## config.mk

```make
export PLATFORM = sky130hd
export DESIGN_NAME = latch_queue
export DESIGN_NICKNAME = d
export VERILOG_FILES = /design/src/rtl/latch_queue.sv
export SDC_FILE = /design/constraint.sdc
export NUM_CORES = 1
export LEC_CHECK = 0
export CAP_MARGIN = 20
export CORE_MARGIN = 2
export CORE_UTILIZATION = 39
export CTS_BUF_LIST = sky130_fd_sc_hd__clkbuf_16
export DETAILED_ROUTE_END_ITERATION = 12
export GPL_TIMING_DRIVEN = 1
export PLACE_DENSITY_LB_ADDON = 0.12
export SLEW_MARGIN = 20
export SYNTH_ARGS = -nofsm -noshare
export SYNTH_HDL_FRONTEND = slang
export SYNTH_SLANG_ARGS = --single-unit
export TNS_END_PERCENT = 30
```

## constraint.sdc

```tcl
create_clock -name clk -period 4.8 [get_ports clk]
set_clock_uncertainty 0.1 [all_clocks]
set_input_delay 0.96 -clock clk [delete_from_list [all_inputs] [get_ports clk]]
set_output_delay 0.96 -clock clk [all_outputs]
set_load 0.005 [all_outputs]
```

## src/rtl/latch_queue.sv

```systemverilog
// Edge-captured latch feeding a DEPTH-entry circular queue.
// Words are captured when le falls and drained in order by pop.
module latch_queue #(
   parameter int WIDTH     = 8,
   parameter int DEPTH     = 4,
   parameter int HOLD_LAST = 1
) (
   input  logic                         clk,
   input  logic                         reset,
   input  logic [WIDTH-1:0]             din,
   input  logic                         le,
   input  logic                         oe_n,
   input  logic                         pop,
   input  logic                         clr,
   output logic [WIDTH-1:0]             dout,
   output logic                         valid,
   output logic                         full,
   output logic [$clog2(DEPTH+1)-1:0]   count,
   output logic                         overflow
);

   localparam int AW = $clog2(DEPTH);
   localparam int CW = $clog2(DEPTH+1);
   localparam logic [CW-1:0] FULL_CNT = CW'(DEPTH);

   logic [WIDTH-1:0] r_mem [DEPTH];
   logic [WIDTH-1:0] r_din_q;
   logic [WIDTH-1:0] r_last;
   logic             r_le_q;
   logic [AW-1:0]    r_wp;
   logic [AW-1:0]    r_rp;
   logic [CW-1:0]    r_count;
   logic             r_overflow;

   logic             w_cap;
   logic             w_empty;
   logic             w_pop_ok;
   logic             w_push_ok;
   logic [WIDTH-1:0] w_head;

   assign w_cap     = r_le_q & ~le;
   assign w_empty   = (r_count == '0);
   assign w_pop_ok  = pop & ~w_empty;
   // a pop in the same cycle frees the slot a full queue needs
   assign w_push_ok = w_cap & ((r_count != FULL_CNT) | w_pop_ok);
   assign w_head    = r_mem[r_rp];

   always_ff @(posedge clk or posedge reset) begin
      if (reset) begin
         r_le_q     <= 1'b0;
         r_din_q    <= '0;
         r_wp       <= '0;
         r_rp       <= '0;
         r_count    <= '0;
         r_overflow <= 1'b0;
         r_last     <= '0;
      end else begin
         r_le_q  <= le;
         r_din_q <= din;
         if (clr) begin
            r_wp       <= '0;
            r_rp       <= '0;
            r_count    <= '0;
            r_overflow <= 1'b0;
            r_last     <= '0;
         end else begin
            if (w_push_ok)
               r_wp <= r_wp + AW'(1);
            if (w_pop_ok) begin
               r_rp <= r_rp + AW'(1);
               if (HOLD_LAST != 0)
                  r_last <= w_head;
            end
            if (w_push_ok && !w_pop_ok)
               r_count <= r_count + CW'(1);
            else if (!w_push_ok && w_pop_ok)
               r_count <= r_count - CW'(1);
            if (w_cap && !w_push_ok)
               r_overflow <= 1'b1;
         end
      end
   end

   // storage needs no reset; contents are meaningless until written
   always_ff @(posedge clk) begin
      if (!clr && w_push_ok)
         r_mem[r_wp] <= r_din_q;
   end

   always_comb begin
      dout = '0;
      if (!oe_n) begin
         if (!w_empty)
            dout = w_head;
         else if (HOLD_LAST != 0)
            dout = r_last;
      end
   end

   assign valid    = ~oe_n & ~w_empty;
   assign full     = (r_count == FULL_CNT);
   assign count    = r_count;
   assign overflow = r_overflow;

endmodule

```

==> After elaboration in Yosys (flattened, before gate mapping) <==
Memories as Yosys holds them, arrays and structs flattened.
Cells that the tools add are included.
{ "op_classes": {"n_addsub": 4, "n_eq_ne": 2, "muxes": 15, "n_bitwise": 8, "reduce_logical": 12} }
{ "ops": {"columns": ["operator", "count"], "rows": [
  ["$mux W8", 4],
  ["$mux W3", 3],
  ["$mux W2", 4],
  ["$reduce_bool A2 Y1", 3],
  ["$add A2 B1 Y2 const B", 2],
  ["$and A1 B1 Y1", 4],
  ["$logic_and A1 B1 Y1", 4],
  ["$mux W1", 4],
  ["$add A3 B1 Y3 const B", 1],
  ["$eq A3 B3 Y1 const B", 1],
  ["$logic_not A1 Y1", 3],
  ["$logic_not A3 Y1", 1],
  ["$ne A3 B3 Y1 const B", 1],
  ["$not A1 Y1", 3],
  ["$reduce_bool A3 Y1", 1],
  ["$sub A3 B1 Y3 const B", 1],
  ["$or A1 B1 Y1", 1]
]} }
{ "totals": {"register_bits": 25, "ram_bits": 32, "input_bits": 14, "out_inout_bits": 14, "memories": 1} }
{ "mem_list": {"columns": ["memory", "depth", "word_bits", "rd", "rd_clocked_by_memory_dff", "write_ports", "line", "text"], "rows": [
  ["r_mem", 4, 8, 1, 0, 1, "26", "logic [WIDTH-1:0] r_mem [DEPTH];"]
]} }

==> Depth between registers and ports, before layout <==
Gate-level depths: netlist of the first run.
{ "depth": {"word_depth": 10, "mapped_depth": 8, "ltp_nobuf": 7} }

==> Worst setup path before layout of the first run <==
No wires, ideal clock.
{ "synth_timing": {"kind": "input -> register", "from": "input port pop", "to": "register r_count[2] (netlist: count[2])", "t_arrival_ps": 2387, "slack_ps": 2188, "stages": 6, "n_path_buf": 1, "path_cell_list": "o31a_1 buf_2 nor2_1 fa_1 o31ai_2 mux2_4"} }
{ "synth_via": {"elab_chain_cells": 6, "elab_cells_between_ends": 10, "cone_classes": "mux (2); bitwise (3); reduce/logical (5)"} }
{ "synth_rtl": {"columns": ["element", "line", "text"], "rows": [
  ["start, declared", "13", "input logic pop,"],
  ["$and A1 B1 Y1 (*)", "43", "assign w_pop_ok = pop & ~w_empty;"],
  ["$or A1 B1 Y1", "45", "assign w_push_ok = w_cap & ((r_count != FULL_CNT) | w_pop_ok);"],
  ["$and A1 B1 Y1", "45", null],
  ["$logic_and A1 B1 Y1 / $logic_not A1 Y1 (equally long branches)", "74, 76", null],
  ["$mux W3 / $logic_and A1 B1 Y1 (equally long branches)", "74, 76", null],
  ["$mux W3 / $reduce_bool A3 Y1 (equally long branches)", null, null],
  ["end signal, assigned", "75", "r_count <= r_count + CW'(1);"],
  ["end signal, assigned", "77", "r_count <= r_count - CW'(1);"],
  ["end, declared", "32", "logic [CW-1:0] r_count;"]
]} }
Every way passes the cells marked *; elsewhere a longest branch is shown, timed or not.
A chain may end at the register's enable or synchronous reset.

==> Final worst setup path of the first run <==
{ "layout_timing": {"from": "register r_rp[0]", "to": "output port dout[7]"} }
{ "layout_via": {"elab_chain_cells": 3} }
{ "layout_rtl": {"columns": ["element", "line", "text"], "rows": [
  ["start, declared", "31", "logic [AW-1:0] r_rp;"],
  ["start signal, assigned", "70", "r_rp <= r_rp + AW'(1);"],
  ["$mem_v2 Z4 W8", null, null],
  ["$mux W8", "93", "if (!w_empty)"],
  ["$mux W8", "92", "if (!oe_n) begin"],
  ["end, declared", "15", "output logic [WIDTH-1:0] dout,"]
]} }
No other way between the ends.

==> impl_metrics.json, run 1 <==
{
  "drv_slew": 0,
  "cp_slowest_cell": "dfrtp_1",
  "fmax_mhz": 299,
  "finalSetupTns_ps": 0,
  "finalSetupViolCount": 0,
  "p_int_mw": 1.15,
  "synth_seq_cells": 57,
  "cp-startpoint": "r_rp[0]",
  "status": "complete, no violations",
  "ys_warn_count": 0,
  "ant_nets": 0,
  "die_y_um": 82.3,
  "root_buffer": "clkbuf_16",
  "num-nets-final": 224,
  "core_mm2": 0.00592,
  "hp-class": "flip-flop to flip-flop",
  "synth.avg_cell_area_um2": 13.7,
  "wl_per_cell_um": 14.4,
  "pwr-share-comb_pct": 26.6,
  "synth_nets": 194,
  "p_leak_nw": 1.12,
  "dieArea_mm2": 0.00678,
  "cts_hold_buf": 0,
  "antenna_cells": 0,
  "fillers": 518,
  "seqPwrFrac_pct": 38.7,
  "wl_met2_mm": 1.97,
  "pre_cts_slack_ps": 1330,
  "portBuffers": 27,
  "cts_max_level": 3,
  "postCtsSetupBuffers": 0,
  "layout-drive-gt1-share_pct": 16.7,
  "grt_max_degree": 26,
  "crit_chain": "mux4_2, nand2_1, a21oi_1, clkdlybuf4s50_1",
  "ys_seq_area_share_pct": 66.3,
  "worstMarginPinSlew_ps": 730,
  "setup_ws_ps": 1460,
  "final.period_utilization_pct": 69.7,
  "cts_tree": "built",
  "netlist_area_mm2": 0.00239,
  "path_max_fanout": 10,
  "cp-end-kind": "primary output",
  "overflow": 0,
  "layout_common_cells": "33 x nand2_1, 32 x edfxtp_1, 27 x clkdlybuf4s50_1",
  "critPathLaunchType": "flip-flop",
  "grt_pass1_wl_mm": 6.86,
  "grt_pass1_vias": 1328,
  "period_minus_slack_ps": 3340,
  "synthToLayoutAreaGrowth_pct": 26.4,
  "gp_congestion": 0.782,
  "rows": 28,
  "dp_hpwl_mm": 2.75,
  "pwr-share-clk_pct": 34.7,
  "clock-sinks": 57,
  "drc": 0,
  "io_pins": 28,
  "synth_cell_types": 31,
  "initial_utilization_pct": 40.4,
  "arrival_ps": 2280,
  "highest-signal-layer": "met4",
  "required_ps": 3740,
  "switching_share_pct": 30.6,
  "reg2reg_from": "count[0]",
  "insertion_delay_ps": 320,
  "dieWidth_um": 82.3,
  "vdd_drop_max_uv": 250,
  "firstDrtPassIters": 4,
  "vias": 1394,
  "drtIter0Drc": 68,
  "antenna_found_initial": 0,
  "min-delay-start": "r_din_q[4]",
  "avgViaCountPerCell": 4.89,
  "wirelength_mm": 4.10,
  "path_class": "flip-flop to primary output",
  "switchingPower_uw": 505,
  "finalHoldViolations": 0,
  "cts_buffer_depth": 2,
  "max_cap_viol_count": 0,
  "slowest_delay_ps": 710,
  "rsz0062_at_grt": "no",
  "relSlewSlack_pct": 51.2,
  "numCtsBuffers": 9,
  "synthCells": 175,
  "power_density_mw_per_mm2": 546,
  "clk_pin_slew_ps": 50,
  "layout_commonest_cell": "nand2_1",
  "ctsResizeCount": 0,
  "wl_met1_mm": 1.85,
  "grt_usage_pct": 14.2,
  "route.met3.wl_um": 217
}
per-layer routing:
layer	global-route usage (%)	vias up
met4	7.50	0
li1	-	673
met3	3.91	7
met1	19.4	673
met2	20.8	41
met5	0	-
synthesized netlist by cell type:
cell	instances	area, um^2
fa_1	1	20.0
a31oi_1	1	6.26
ha_1	4	50.1
dfrtp_1	25	626
edfxtp_1	32	961
a211oi_2	1	12.5
nor2_1	16	60.1
buf_2	5	25.0
mux2_2	2	22.5
o41ai_4	1	27.5
clkbuf_1	1	3.75
inv_2	1	3.75
nand2_1	33	124
o31ai_2	1	12.5
or3_1	1	6.26
buf_1	3	11.3
and2_1	4	25.0
mux2i_1	1	10.0
and2b_2	1	8.76
nor3_1	1	5.00
xnor2_1	3	26.3
xor2_1	1	8.76
nor3_2	1	10.0
inv_1	6	22.5
nand2_2	1	6.26
mux2_4	1	15.0
mux4_2	8	180
nand3b_1	1	7.51
a21oi_1	16	80.1
nor3b_1	1	7.51
o31a_1	1	8.76
registers in the layout, indices dropped and copies added (netlist names):
signal	count
r_mem	32
overflow	1
r_din_q	8
r_wp	2
r_last	8
r_le_q	1
r_rp	2
count	3
worst paths after layout:
| kind | depth (start not counted) | slack (ps) | endpoint |
|---|---|---|---|
| min | 0 | 380 | r_mem[0][4] |
| max | 4 | 1460 | dout[7] |
| min in group asynchronous | 2 | 790 | r_din_q[1] |
| max reg2reg | 5 | 2350 | count[2] |
| min reg2reg | 0 | 380 | r_mem[0][4] |
| max in group asynchronous | 3 | 3430 | r_last[5] |
cells by family (layout without fill, tap and decap cells):
kind of cell             Yosys count  after routing  share of synthesized area, %
buffers and inverters             16             51                          2.77
multiplexers                      12             12                          9.51
AO/OA/AOI/OAI                     21             21                          6.17
adder cells (fa/ha/maj)            5              5                          2.93
XOR/XNOR                           4              4                          1.46
flip-flops                        57             57                          66.3
AND/OR/NAND/NOR                   60             60                          10.9
stage by stage:
stage / power [mW] / instances / instance area [um^2] / util (%) / hold WS, ps
6_report: 1.65 / 285 / 3030 / 51.1 / 381
5_1_grt: 1.75 / 285 / 3030 / 51.1 / 409
4_1_cts: 1.67 / 284 / 3000 / 50.6 / 386
3_5_place_dp: 1.09 / 268 / 2720 / 45.9 / 373
3_3_place_gp: 1.08 / 268 / 2720 / 45.9 / 366
2_1_floorplan: 0.933 / 175 / 2390 / - / 355
power groups by stage:
| stage | Combinational, mW | Clock, mW | Sequential [mW] |
|---|---|---|---|
| 2_1_floorplan | 0.337 | 0 | 0.596 |
| 3_3_place_gp | 0.435 | 0 | 0.646 |
| 3_5_place_dp | 0.438 | 0 | 0.651 |
| 4_1_cts | 0.441 | 0.587 | 0.640 |
| 5_1_grt | 0.492 | 0.611 | 0.650 |
| 6_report | 0.440 | 0.573 | 0.638 |
cell type report:
type	count	area (um^2)	share of cell area, %
flip-flops and latches	57	1590	52.4
multi-input cells	102	741	24.5
repair buffers	28	298	9.84
clock buffers	9	225	7.44
well taps	75	93.8	3.10
clock inverters	7	55.1	1.82
inverters	7	26.3	0.868
critical path: cells and delay by family (launching register included):
family,cells,cell delay [ps]
DFF,1,710
buffers and inverters,1,450
AOI/OAI and AO/OA,1,70
muxes,1,630
and+or+nand+nor,1,100
Note: power is estimated with default switching activity, not from simulation.
==> inputs of run 2 (changes only) <==
Clock period 4.8 ns to 3.15 ns, I/O delays scaled along.
==> impl_metrics.json, run 2 (synthesis results as in run 1) <==
{
  "initial_utilization_pct": 40.4,
  "overflow": 0,
  "drtIter0Drc": 43,
  "cts_hold_buf": 0,
  "numCtsBuffers": 9,
  "hp-class": "flip-flop to flip-flop",
  "rows": 28,
  "fillers": 490,
  "wl_per_cell_um": 14.1,
  "slowest_delay_ps": 520,
  "drv_slew": 0,
  "die_y_um": 82.3,
  "dieWidth_um": 82.3,
  "pre_cts_slack_ps": 210,
  "finalHoldViolations": 0,
  "portBuffers": 27,
  "grt_usage_pct": 14.9,
  "num-nets-final": 227,
  "core_mm2": 0.00592,
  "cp-end-kind": "primary output",
  "cts_max_level": 3,
  "power_mw": 2.67,
  "grt_pass1_vias": 1328,
  "ant_nets": 0,
  "gp_congestion": 0.763,
  "max_cap_viol_count": 0,
  "critPathLaunchType": "flip-flop",
  "crit_chain": "nor3_2, nand2_1, a21oi_1, clkdlybuf4s50_1",
  "insertion_delay_ps": 320,
  "finalSetupViolCount": 0,
  "setup_ws_ps": 310,
  "cts_tree": "built",
  "status": "complete, no violations",
  "rsz0062_at_grt": "no",
  "worstMarginPinSlew_ps": 541,
  "path_max_fanout": 9,
  "postCtsSetupBuffers": 0,
  "p_leak_nw": 1.15,
  "drc": 0,
  "top_regs": "r_mem (32), r_din_q (8), r_last (8)",
  "io_pins": 28,
  "required_ps": 2420,
  "finalSetupTns_ps": 0,
  "place_area_mm2": 0.00275,
  "fmax_mhz": 352,
  "power_density_mw_per_mm2": 871,
  "antenna_cells": 0,
  "arrival_ps": 2110,
  "largest_reg_flops": 32,
  "dieArea_mm2": 0.00678,
  "layout_commonest_cell": "nand2_1",
  "grt_max_degree": 26,
  "cts_buffer_depth": 2,
  "layout_common_cells": "33 x nand2_1, 32 x edfxtp_1, 27 x clkdlybuf4s50_1",
  "fin_util_pct": 51.8,
  "antenna_found_initial": 0,
  "path_class": "flip-flop to primary output",
  "design_area_mm2": 0.00307,
  "firstDrtPassIters": 5,
  "vdd_drop_max_uv": 416,
  "clk_pin_slew_ps": 50,
  "wirelength_mm": 4.06,
  "whs_path_depth": 0,
  "grt_pass1_wl_mm": 6.95,
  "avgViaCountPerCell": 4.81,
  "largest_register": "r_mem",
  "relSlewSlack_pct": 63.7,
  "vias": 1385,
  "dp_hpwl_mm": 2.78,
  "layout-drive-gt1-share_pct": 17.4,
  "final.period_utilization_pct": 90.1,
  "clock-sinks": 57,
  "root_buffer": "clkbuf_16",
  "period_minus_slack_ps": 2840,
  "ctsResizeCount": 0,
  "synthToLayoutAreaGrowth_pct": 28.2,
  "cp_slowest_cell": "nor3_2",
  "rr_worst_depth": 6
}
==> run 2: cell count changes in the layout (fill, tap and decap cells not counted), sizes merged <==
cell / previous run / this run
buf: 1 / 4
bufinv: 0 / 2
clkinvlp: 2 / 0
==> run 2: worst paths after layout <==
check | slack, ps | from | endpoint
setup / recovery | 310 | count[1] | dout[6]
hold / removal | 390 | r_din_q[7] | r_mem[1][7]
setup reg to reg | 750 | count[2] | count[2]
hold reg to reg | 390 | r_din_q[7] | r_mem[1][7]
max in group asynchronous | 2120 | reset | r_last[6]
min in group asynchronous | 570 | reset | overflow
==> run 2: area by class of cell <==
cell class	count	area [um^2]	area share, %
Clock buffer	9	225	7.34
Clock inverter	7	95.1	3.10
Inverter	7	26.3	0.856
Multi-Input combinational cell	102	741	24.1
Sequential cell	57	1590	51.7
Tap cell	75	93.8	3.06
Timing Repair Buffer	31	300	9.79
==> run 2: metrics by stage <==
step / hold slack [ps] / instances
after floorplan: 355 / 175
after global placement: 368 / 272
after detailed placement: 380 / 272
after CTS: 393 / 288
after global routing: 410 / 288
final: 392 / 288
==> run 2: routing by layer <==
| layer | global-route usage (%) | up-vias | wire length, um |
|---|---|---|---|
| met5 | 0 | - | 0 |
| met4 | 7.50 | 0 | 87 |
| met3 | 6.20 | 7 | 188 |
| met2 | 20.1 | 35 | 1850 |
| met1 | 20.4 | 656 | 1930 |
| li1 | - | 687 | - |
==> run 2: critical path: cells and delay by family, from the launching register on <==
| kind | cells | cell delay (ps) |
|---|---|---|
| flip-flops | 1 | 480 |
| AND/OR/NAND/NOR | 2 | 630 |
| AO/OA/AOI/OAI | 1 | 150 |
| buffers and inverters | 1 | 520 |
==> run 2: power breakdown <==
| part | total, mW | switching [mW] | internal, mW |
|---|---|---|---|
| registers | 0.940 | 0.0798 | 0.860 |
| clock network | 1.01 | 0.322 | 0.690 |
| logic | 0.719 | 0.352 | 0.367 |
| total | 2.67 | 0.754 | 1.92 |
==> inputs of run 3 (changes only) <==
Clock period 3.15 ns to 3.3 ns, I/O delays scaled along.
==> impl_metrics.json, run 3 (synthesis results as in run 1) <==
{
  "vias": 1400,
  "pwr-share-comb_pct": 26.5,
  "ctsResizeCount": 0,
  "pwr-share-clk_pct": 35.7,
  "insertion_delay_ps": 320,
  "dieArea_mm2": 0.00678,
  "final.period_utilization_pct": 92.6,
  "dp_hpwl_mm": 2.92,
  "avgViaCountPerCell": 4.88,
  "drc": 0,
  "postCtsSetupBuffers": 0,
  "period_minus_slack_ps": 3060,
  "largest_register": "r_mem",
  "die_y_um": 82.3,
  "switchingPower_uw": 713,
  "hp-class": "flip-flop to flip-flop",
  "cts_buffer_depth": 2,
  "rows": 28,
  "synthToLayoutAreaGrowth_pct": 26.6,
  "num-nets-final": 226,
  "crit_chain": "mux4_2, nand2_1, a21oi_1, clkdlybuf4s50_1",
  "cp-end-kind": "primary output",
  "grt_pass1_wl_mm": 6.94,
  "multi_input_area_um2": 741,
  "arrival_ps": 2300,
  "min-delay-start": "r_din_q[0]",
  "cp_slowest_cell": "dfrtp_1",
  "drtIter0Drc": 73,
  "relSlewSlack_pct": 59.6,
  "slowest_delay_ps": 720,
  "initial_utilization_pct": 40.4,
  "cts_hold_buf": 0,
  "whs_ps": 390,
  "max_cap_viol_count": 0,
  "drv_slew": 0,
  "cts_max_level": 3,
  "post-place-cells": 271,
  "core_mm2": 0.00592,
  "grt_usage_pct": 14.8,
  "antenna_found_initial": 0,
  "hold_end": "r_mem[1][0]",
  "whs_path_depth": 0,
  "reg2reg_slack_ps": 900,
  "regArea_mm2": 0.00159,
  "power_density_mw_per_mm2": 809,
  "numCtsBuffers": 9,
  "p_int_mw": 1.74,
  "grt_pass1_vias": 1365,
  "portBuffers": 27,
  "vdd_drop_max_uv": 444,
  "finalSetupTns_ps": 0,
  "layout-drive-gt1-share_pct": 17.0,
  "path_class": "flip-flop to primary output",
  "wl_per_cell_um": 15.0,
  "fmax_mhz": 327,
  "worstMarginPinSlew_ps": 606,
  "finalHoldViolations": 0,
  "reg2reg_to": "count[2]",
  "fillers": 506,
  "grt_max_degree": 26,
  "p_leak_nw": 1.13,
  "antenna_cells": 0,
  "clk_pin_slew_ps": 50,
  "finalSetupViolCount": 0,
  "dieWidth_um": 82.3,
  "rr_worst_depth": 6,
  "overflow": 0,
  "path_max_fanout": 10,
  "required_ps": 2540,
  "switching_share_pct": 29.1,
  "layout_common_cells": "33 x nand2_1, 32 x edfxtp_1, 27 x clkdlybuf4s50_1",
  "wirelength_mm": 4.32,
  "firstDrtPassIters": 4,
  "cp-startpoint": "r_rp[0]",
  "critPathLaunchType": "flip-flop",
  "seqPwrFrac_pct": 37.8,
  "root_buffer": "clkbuf_16",
  "layout_commonest_cell": "nand2_1",
  "cts_tree": "built",
  "gp_congestion": 0.765,
  "status": "complete, no violations",
  "ant_nets": 0,
  "rsz0062_at_grt": "no",
  "clock-sinks": 57,
  "top_regs": "r_mem (32), r_din_q (8), r_last (8)",
  "reg2reg_from": "count[2]",
  "io_pins": 28,
  "largest_reg_flops": 32,
  "stdcell_count": 287
}
## run 3: cell count changes in the layout (fill, tap and decap cells not counted)
cell / change
clkinv_4: -3
clkinv_2: +2
clkinvlp_4: +2
buf_4: -1
bufinv_16: -1
clkinv_1: -1
inv_1: +1
## run 3: power groups by stage
stage	logic [mW]	clock network, mW	registers, mW
after global placement	0.645	0	0.937
after CTS	0.660	0.897	0.932
final	0.650	0.874	0.927
after detailed placement	0.657	0	0.944
after floorplan	0.490	0	0.867
after global routing	0.722	0.929	0.945
## run 3: through the flow
stage / util [%] / setup WS, ps / cell area [um^2] / total power [mW]
2_1_floorplan: - / 988 / 2390 / 1.36
3_3_place_gp: 46.3 / 373 / 2740 / 1.58
3_5_place_dp: 46.3 / 299 / 2740 / 1.60
4_1_cts: 51.2 / 182 / 3030 / 2.49
5_1_grt: 51.2 / 78.8 / 3030 / 2.60
6_report: 51.2 / 244 / 3030 / 2.45
## run 3: worst max path at each step
stage,end,cells past startpoint
2_1_floorplan,count[2],6
3_3_place_gp,count[2],6
3_5_place_dp,count[2],6
4_1_cts,dout[5],4
5_1_grt,dout[5],4
6_report,dout[5],4
## run 3: cell type report
class                   count  share of cell area, %
flip-flops and latches     57                   52.4
multi-input cells         102                   24.5
repair buffers             30                   9.67
clock buffers               9                   7.43
well taps                  75                   3.10
clock inverters             7                   2.11
inverters                   7                  0.867
## run 3: critical path, delay by kind of cell, from the launching register on
family	cells	cell delay, ps
mux	1	620
buf+inv	1	460
simple gates	1	100
compound gates	1	70
flops	1	720
## run 3: routing by layer
layer	global-route usage [%]	wire length (um)	vias up
met4	10.3	92	0
met1	19.2	1970	678
li1	-	-	679
met5	0	0	-
met3	3.37	187	9
met2	22.1	2070	34
